==> src/rtl/dlx_exec_unit.sv <==
// DLX execute stage: operand select, ALU, shifter, load/store address path and an
// iterative shift-add multiplier behind a valid/ready handshake with a registered
// result stage.
//
// Ports:
//   clk, reset              clock; synchronous active-low reset
//   enable_ex               global enable; low freezes every register
//   in_valid / in_ready     operation handshake (accept = in_valid & in_ready)
//   src1, src2, imm         operand A, operand B / store data, immediate
//   mem_data_read_in        load data, captured at accept
//   control_in              [6:4] operation, [3] immediate select, [2:0] opselect
//   out_valid / out_ready   result handshake
//   aluout                  result or effective address
//   mem_data_write_out/_en  store data and strobe (strobe meaningful with out_valid)
//   carry                   carry / borrow / multiply-overflow flag
//   busy                    multiply in progress
module dlx_exec_unit #(
  parameter int unsigned WIDTH  = 32,
  parameter bit          MUL_EN = 1'b1
) (
  input  logic             clk,
  input  logic             reset,
  input  logic             enable_ex,
  input  logic             in_valid,
  output logic             in_ready,
  input  logic [WIDTH-1:0] src1,
  input  logic [WIDTH-1:0] src2,
  input  logic [WIDTH-1:0] imm,
  input  logic [WIDTH-1:0] mem_data_read_in,
  input  logic [6:0]       control_in,
  output logic             out_valid,
  input  logic             out_ready,
  output logic [WIDTH-1:0] aluout,
  output logic [WIDTH-1:0] mem_data_write_out,
  output logic             mem_data_write_en,
  output logic             carry,
  output logic             busy
);

  localparam int unsigned SHW = $clog2(WIDTH);
  localparam logic [SHW:0] CntLast = (SHW + 1)'(WIDTH);

  localparam logic [2:0] OpShift = 3'b000;
  localparam logic [2:0] OpArith = 3'b001;
  localparam logic [2:0] OpStore = 3'b100;
  localparam logic [2:0] OpLoad  = 3'b101;

  typedef enum logic [0:0] {StIdle, StMul} state_e;

  state_e             state_q, state_d;
  logic [WIDTH-1:0]   aluout_q, aluout_d;
  logic [WIDTH-1:0]   wdata_q, wdata_d;
  logic               we_q, we_d;
  logic               carry_q, carry_d;
  logic               out_valid_q, out_valid_d;
  logic [SHW:0]       cnt_q, cnt_d;
  logic [2*WIDTH-1:0] prod_q, prod_d;
  logic [WIDTH-1:0]   mcand_q, mcand_d;

  logic [2:0]       op, sel;
  logic [WIDTH-1:0] op_b;
  logic [SHW-1:0]   shamt;
  logic             accept, is_mul;
  logic [WIDTH-1:0] res, res_wdata;
  logic             res_c, res_we;
  logic [WIDTH:0]   mul_sum;
  logic signed [WIDTH:0] sra_tmp;

  assign op     = control_in[6:4];
  assign sel    = control_in[2:0];
  assign op_b   = control_in[3] ? imm : src2;
  assign shamt  = op_b[SHW-1:0];
  assign is_mul = MUL_EN && (op == OpArith) && (sel == 3'b111);

  assign in_ready = enable_ex && (state_q == StIdle) && (!out_valid_q || out_ready);
  assign accept   = in_valid && in_ready;

  // Single-cycle result; MUL and undefined encodings fall through as NOP (all zero).
  always_comb begin
    res       = '0;
    res_c     = 1'b0;
    res_we    = 1'b0;
    res_wdata = '0;
    sra_tmp   = '0;
    unique case (op)
      OpArith: begin
        unique case (sel)
          3'b000: {res_c, res} = {1'b0, src1} + {1'b0, op_b};
          3'b001: begin
            res   = src1 - op_b;
            res_c = src1 < op_b;
          end
          3'b010: res = src1 & op_b;
          3'b011: res = src1 | op_b;
          3'b100: res = src1 ^ op_b;
          3'b101: res = ~src1;
          3'b110: res = {{(WIDTH-1){1'b0}}, $signed(src1) < $signed(op_b)};
          default: ;
        endcase
      end
      OpShift: begin
        // One guard bit beyond the datapath catches the last bit shifted out;
        // a zero shift leaves the guard bit clear.
        unique case (sel)
          3'b000: {res_c, res} = {1'b0, src1} << shamt;
          3'b001: {res, res_c} = {src1, 1'b0} >> shamt;
          3'b010: begin
            sra_tmp      = $signed({src1, 1'b0}) >>> shamt;
            {res, res_c} = sra_tmp;
          end
          default: ;
        endcase
      end
      OpStore: begin
        res       = src1 + imm;
        res_we    = 1'b1;
        res_wdata = src2;
      end
      OpLoad:  res = mem_data_read_in;
      default: ;
    endcase
  end

  // Shift-add step: add multiplicand into the upper half when the LSB is set, then shift right.
  assign mul_sum = {1'b0, prod_q[2*WIDTH-1:WIDTH]} + (prod_q[0] ? {1'b0, mcand_q} : '0);

  always_comb begin
    state_d     = state_q;
    aluout_d    = aluout_q;
    wdata_d     = wdata_q;
    we_d        = we_q;
    carry_d     = carry_q;
    out_valid_d = out_valid_q;
    cnt_d       = cnt_q;
    prod_d      = prod_q;
    mcand_d     = mcand_q;
    unique case (state_q)
      StIdle: begin
        if (accept && is_mul) begin
          // Accept implies any held result retires this cycle.
          state_d     = StMul;
          cnt_d       = '0;
          prod_d      = {{WIDTH{1'b0}}, op_b};
          mcand_d     = src1;
          out_valid_d = 1'b0;
          we_d        = 1'b0;
        end else if (accept) begin
          aluout_d    = res;
          carry_d     = res_c;
          we_d        = res_we;
          wdata_d     = res_wdata;
          out_valid_d = 1'b1;
        end else if (out_valid_q && out_ready) begin
          out_valid_d = 1'b0;
          we_d        = 1'b0;
        end
      end
      StMul: begin
        // WIDTH iterations, then one cycle to move the product into the output stage.
        if (cnt_q == CntLast) begin
          aluout_d    = prod_q[WIDTH-1:0];
          carry_d     = |prod_q[2*WIDTH-1:WIDTH];
          we_d        = 1'b0;
          wdata_d     = '0;
          out_valid_d = 1'b1;
          state_d     = StIdle;
        end else begin
          prod_d = {mul_sum, prod_q[WIDTH-1:1]};
          cnt_d  = cnt_q + 1'b1;
        end
      end
      default: state_d = StIdle;
    endcase
  end

  always_ff @(posedge clk) begin
    if (!reset) begin
      state_q     <= StIdle;
      aluout_q    <= '0;
      wdata_q     <= '0;
      we_q        <= 1'b0;
      carry_q     <= 1'b0;
      out_valid_q <= 1'b0;
      cnt_q       <= '0;
      prod_q      <= '0;
      mcand_q     <= '0;
    end else if (enable_ex) begin
      state_q     <= state_d;
      aluout_q    <= aluout_d;
      wdata_q     <= wdata_d;
      we_q        <= we_d;
      carry_q     <= carry_d;
      out_valid_q <= out_valid_d;
      cnt_q       <= cnt_d;
      prod_q      <= prod_d;
      mcand_q     <= mcand_d;
    end
  end

  assign aluout             = aluout_q;
  assign mem_data_write_out = wdata_q;
  assign mem_data_write_en  = we_q;
  assign carry              = carry_q;
  assign out_valid          = out_valid_q;
  assign busy               = (state_q == StMul);

endmodule

==> config.mk <==
export PLATFORM = sky130hd
export DESIGN_NAME = dlx_exec_unit
export DESIGN_NICKNAME = d
export VERILOG_FILES = /design/src/rtl/dlx_exec_unit.sv
export SDC_FILE = /design/constraint.sdc
export NUM_CORES = 1
export LEC_CHECK = 0
export CAP_MARGIN = 20
export CELL_PAD_IN_SITES_DETAIL_PLACEMENT = 1
export CELL_PAD_IN_SITES_GLOBAL_PLACEMENT = 1
export CORE_ASPECT_RATIO = 0.8
export CORE_MARGIN = 2
export CORE_UTILIZATION = 45
export CTS_BUF_LIST = sky130_fd_sc_hd__clkbuf_4
export DETAILED_ROUTE_END_ITERATION = 10
export PLACE_DENSITY_LB_ADDON = 0.1
export RECOVER_POWER = 100
export SYNTH_ARGS = -nofsm -noshare
export SYNTH_HDL_FRONTEND = slang
export SYNTH_SLANG_ARGS = --single-unit
==> constraint.sdc <==
create_clock -name clk -period 10.7 [get_ports clk]
set_input_delay 2.14 -clock clk [delete_from_list [all_inputs] [get_ports clk]]
set_output_delay 2.14 -clock clk [all_outputs]
set_load 0.005 [all_outputs]
Word level (Yosys, flattened, before mapping) --
Cells that the tools add are included.
Operators by class: shifts and indexed selects 3, add/sub/neg operators 5, mux-type cells 40, equal/unequal tests 17, bitwise operators 5, order comparisons 2, reduce and logical (&&, ||, !) cells 15
Operator list (number):
- $mux W32 | 9
- $pmux W32 S7 | 1
- $mux W64 | 2
- $pmux W32 S2 | 2
- $pmux W32 S4 | 1
- $pmux W64 S2 | 1
- $pmux W32 S3 | 1
- $add A32 B32 Y33 | 2
- $lt A32 B32 Y1 | 2
- $shl A32 B5 Y33 | 1
- $shr A33 B5 Y33 | 1
- $sshr A33 B5 Y33 | 1
- $add A32 B32 Y32 | 1
- $and A32 B32 Y32 | 1
- $not A32 Y32 | 1
- $or A32 B32 Y32 | 1
- $reduce_or A32 Y1 | 1
- $sub A32 B32 Y32 | 1
- $xor A32 B32 Y32 | 1
- $eq A3 B3 Y1 const B | 6
- $mux W1 | 13
- $mux W6 | 2
- $pmux W1 S2 | 6
- $pmux W6 S2 | 1
- other kinds (15) | 28
Storage, ports and cells: input port bits 140, output and inout bits 69, register bits 170, logic and storage cells 96

Longest topological paths before layout --
depth in word-level cells 7, depth in mapped cells 18, mapped depth without buffers 14

Worst setup path before layout --
Ideal clock, no wire load.
path kind input -> register, start input port control_in[3], end register aluout_q[24], in the netlist aluout[24], data required time 10.569 ns, setup time 0.131 ns, slack 4.788 ns, arrival time 5.781 ns, stages on the path 18, buffers on the path 6, cell sequence buf_6 -> mux2i_4 -> buf_2 -> buf_2 -> buf_2 -> buf_2 -> ha_1 -> buf_2 -> o21bai_1 -> a2111oi_2 -> o21bai_2 -> a31oi_2 -> o31ai_4 -> a31oi_2 -> o21ai_0 -> a21oi_1 -> o41ai_1 -> o31ai_1
On the way: word-level cells in the longest chain between the ends 7, elaborated cells between the ends (all ways) 15, those cells by class add/sub: 2; shift: 3; mux: 7; bitwise: 3
RTL lines:
- from (decl) | RTL line 30 | input logic [6:0] control_in,
- $mux W32 (*) | RTL line 71 | assign op_b = control_in[3] ? imm : src2;
- $sub A32 B32 Y32 (tied with other cells) | RTL line 90 | res = src1 - op_b;
- $pmux W32 S7 or $pmux W32 S3 (tied branches) | RTL line 87, 104
- $pmux W32 S4 (*) | RTL line 85 | unique case (op)
- $mux W32 (*) | RTL line 147 | end else if (accept) begin
- $mux W32 (*) | RTL line 139 | if (accept && is_mul) begin
- $pmux W32 S2 (*) | RTL line 137 | unique case (state_q)
- to (signal assigned) | RTL line 189 | aluout_q <= aluout_d;
- to (decl) | RTL line 51 | logic [WIDTH-1:0] aluout_q, aluout_d;
Mark *: on every way between the ends. The rest lies on a longest branch, timed or not. The select of a mux whose other input is x is not followed. A chain may end at the register's enable or synchronous reset.

Worst setup path after layout --
start input port control_in[1], end register aluout_q[31], in the netlist aluout[31]
On the way: word-level cells in the longest chain between the ends 6, elaborated cells between the ends (all ways) 18, those cells by class eq/ne: 8; mux: 6; reduce/logical: 4
RTL lines:
- $eq A3 B3 Y1 (tied with other cells) | RTL line 87 | unique case (sel)
- $pmux W32 S7 or $pmux W32 S3 (tied branches) | RTL line 87, 104
- $pmux W32 S4 | RTL line 85
- $mux W32 | RTL line 147
- $mux W32 | RTL line 139
- $pmux W32 S2 | RTL line 137
Several ways; a longest one is shown, not always the timed one. The select of a mux whose other input is x is not followed.

==> qor.yml <==
outcome: "finished, violations left"
violations: "capacitance limit, slew limit"
p_per_area_nw_per_um2: 90.7
cts_resized: 0
gr-total-overflow: 0
reg2reg_slack_ns: 3.77
postPlaceCellArea_um2: 23100
routabilityCongestion: 1.08
relSlewSlack_pct: -138
maxCapViolations: 10
r2r-end: "prod_q[58]"
final_area_um2: 23300
mostFrequentLayoutCells: "nand2_1, a21oi_1, nor2_1"
worst_setup_path_end_kind: "flop"
grt_pass1_wl_mm: 169
setup_viol: 0
synth-xor-area-share_pct: 3.25
crit_type: "in2reg"
min_period_ns: 8.84
slew_violations: 348
crit_required_ns: 11.35
synth-simple-area-share_pct: 21.7
yosys_warnings: 0
initialDrtViolationCount: 3179
synth-compound-area-share_pct: 31.6
synth_nets: 3153
syn_avg_cell_area_um2: 7.25
hold_viol: 0
synth_edf_count: 0
fmax_mhz: 113
reg2reg_depth: 12
hold_ws_ns: 0.471
nFillCells: 5685
rows: 69
async_flop_share_pct: 0
synth_top_family_by_area: "compound AO/OA/AOI/OAI gates"
post_drt_wl_per_cell_um: 33.1
vias_per_cell: 7.13
finalNonFillerCells: 3542
synthCells: 2827
synth_flop_cell: "dfxtp_1"
drt-pass1-iter-count: 6
clk-insertion-delay-late_ns: 0.75
cts_num_sinks: 170
initial_core_util_pct: 45.8
ctsHoldBuffers: 0
hold_class: "reg2reg"
grt_pass1_vias: 25304
fin_worst_skew_ns: 0.0319
ys_types: 91
vdd_drop_max_mv: 0.0734
num_vias: 25269
grt_max_degree: 70
final_nets: 3248
ioPinCount: 209
final_common_cell: "nand2_1"
r2r-start: "busy"
place_ws_ns: 3.34
synth_area_um2: 20500
drive_above_1_share_pct: 6.10
tns_ns: 0
p_leak_nw: 9.45
dieArea_um2: 47300
clk_pin_slew_ns: 0.18
grt_setup_unrepaired: "false"
dp_cells: 3505
synth_mux_area_share_pct: 9.10
post_cts_buffers: 0
io_buffers: 208
htreeDepth: 4
fp.dieH_um: 195
die_w_um: 243
synth_seq_cells: 170
antenna_found_initial: 6
finalWorstSetupSlack_ns: 1.86
whs_path_depth: 2
fin_crit_sh_pct: 82.6
synth-adder-area-share_pct: 11.5
clockBufferDepth: 2
min_from: "mcand_q[10]"
crit_path_max_fanout: 46
worstPathArrival_ns: 9.49
wl_mm: 117
numCtsBuffers: 17
grt_use_total_pct: 48.0
hold_path_end: "mcand_q[10]"
cp-start-kind: "input pin"
dp_hpwl_mm: 88.5
cts_tree: "yes"
seq_area_frac_synth_pct: 16.6
area_growth_pct: 13.9
worst_pin_slew_ns: 3.57
drc_errors: 0
postRouteAntennaNets: 0
fp.coreArea_um2: 44700
cts-root-buf: "clkbuf_4"
-- Yosys cell counts (all sizes together), types with 23 or more instances --
cell type | count | area [µm²]
dfxtp | 170 | 3400
nand2 | 352 | 1320
and2 | 50 | 313
a221oi | 50 | 444
o21bai | 28 | 214
xor2 | 30 | 263
o21ai | 155 | 780
buf | 47 | 254
mux2 | 29 | 327
nor2 | 210 | 793
a21oi | 216 | 1080
ha | 182 | 2280
o221ai | 23 | 201
a211oi | 43 | 328
nand3 | 111 | 556
mux2i | 123 | 1270
a21o | 40 | 300
a21boi | 80 | 601
clkbuf | 160 | 601
o211ai | 58 | 435
o22ai | 35 | 219
xnor2 | 46 | 403
nor2b | 56 | 350
nor3 | 42 | 210
inv | 116 | 438
a31oi | 48 | 313
and3 | 32 | 200
-- final cells by class --
cell class / instances / area [µm²] / share of cell area (%)
well taps: 603 / 754 / 3.23
clock buffers: 19 / 143 / 0.611
inverters: 116 / 438 / 1.88
flip-flops and latches: 170 / 3400 / 14.6
clock inverters: 13 / 134 / 0.574
multi-input cells: 2334 / 15800 / 67.9
repair buffers: 283 / 2620 / 11.2
diodes: 4 / 10.0 / 0.0429
-- worst max-delay path, cell delays in order --
cell           delay, ns
dlygate4sd3_1       0.83
clkbuf_1            0.78
nand4_1             0.46
nand3b_1            0.14
a21oi_1             1.40
clkbuf_1            1.75
buf_4               0.69
nand3_1             0.13
o211ai_1            0.41
a31oi_1             0.28
or3_1               0.37
-- power by group --
part	internal [mW]	total [mW]	switching, mW
clock	0.127	0.439	0.312
combinational	0.348	1.02	0.676
sequential	0.643	0.654	0.0114
total	1.12	2.12	0.999
-- metrics by stage --
stage	utilization [%]	total power, mW
after floorplan	-	1.25
after global placement	51.6	1.62
after detailed placement	51.7	1.64
after CTS	52.3	2.07
after global routing	52.2	2.17
final	52.2	2.12
-- kinds of logic after synthesis --
logic type / count (synthesis)
multiplexers: 163
buffers and inverters: 323
adder cells (fa/ha/maj): 186
AO/OA/AOI/OAI: 951
AND/OR/NAND/NOR: 958
flip-flops: 170
XOR/XNOR: 76
-- state kept, by name, indices dropped and copies added, names as in the netlist --
name / count
busy: 1
carry: 1
cnt_q: 6
prod_q: 64
mem_data_write_out: 32
aluout: 32
mcand_q: 32
mem_data_write_en: 1
out_valid: 1
-- worst max path at each step --
| stage | from | cells after the start | endpoint |
|---|---|---|---|
| 3_3_place_gp | control_in[3] | 17 | carry |
| 6_report | control_in[1] | 11 | aluout[31] |
| 4_1_cts | control_in[3] | 17 | carry |
| 5_1_grt | control_in[1] | 11 | aluout[31] |
| 3_5_place_dp | control_in[3] | 17 | carry |
| 2_1_floorplan | control_in[3] | 18 | aluout[24] |
-- layer usage --
layer  routed length [µm]  GRT usage, %  share of wire [%]  up-vias
met5                   27             0              0.023        -
met4                 8620          30.4                7.4        4
met3                13200          13.1                 11      500
met2                50000          73.4                 43     1758
met1                45400          59.6                 39    12411
li1                     -             -                  -    10596
(Power assumes the default switching activity.)
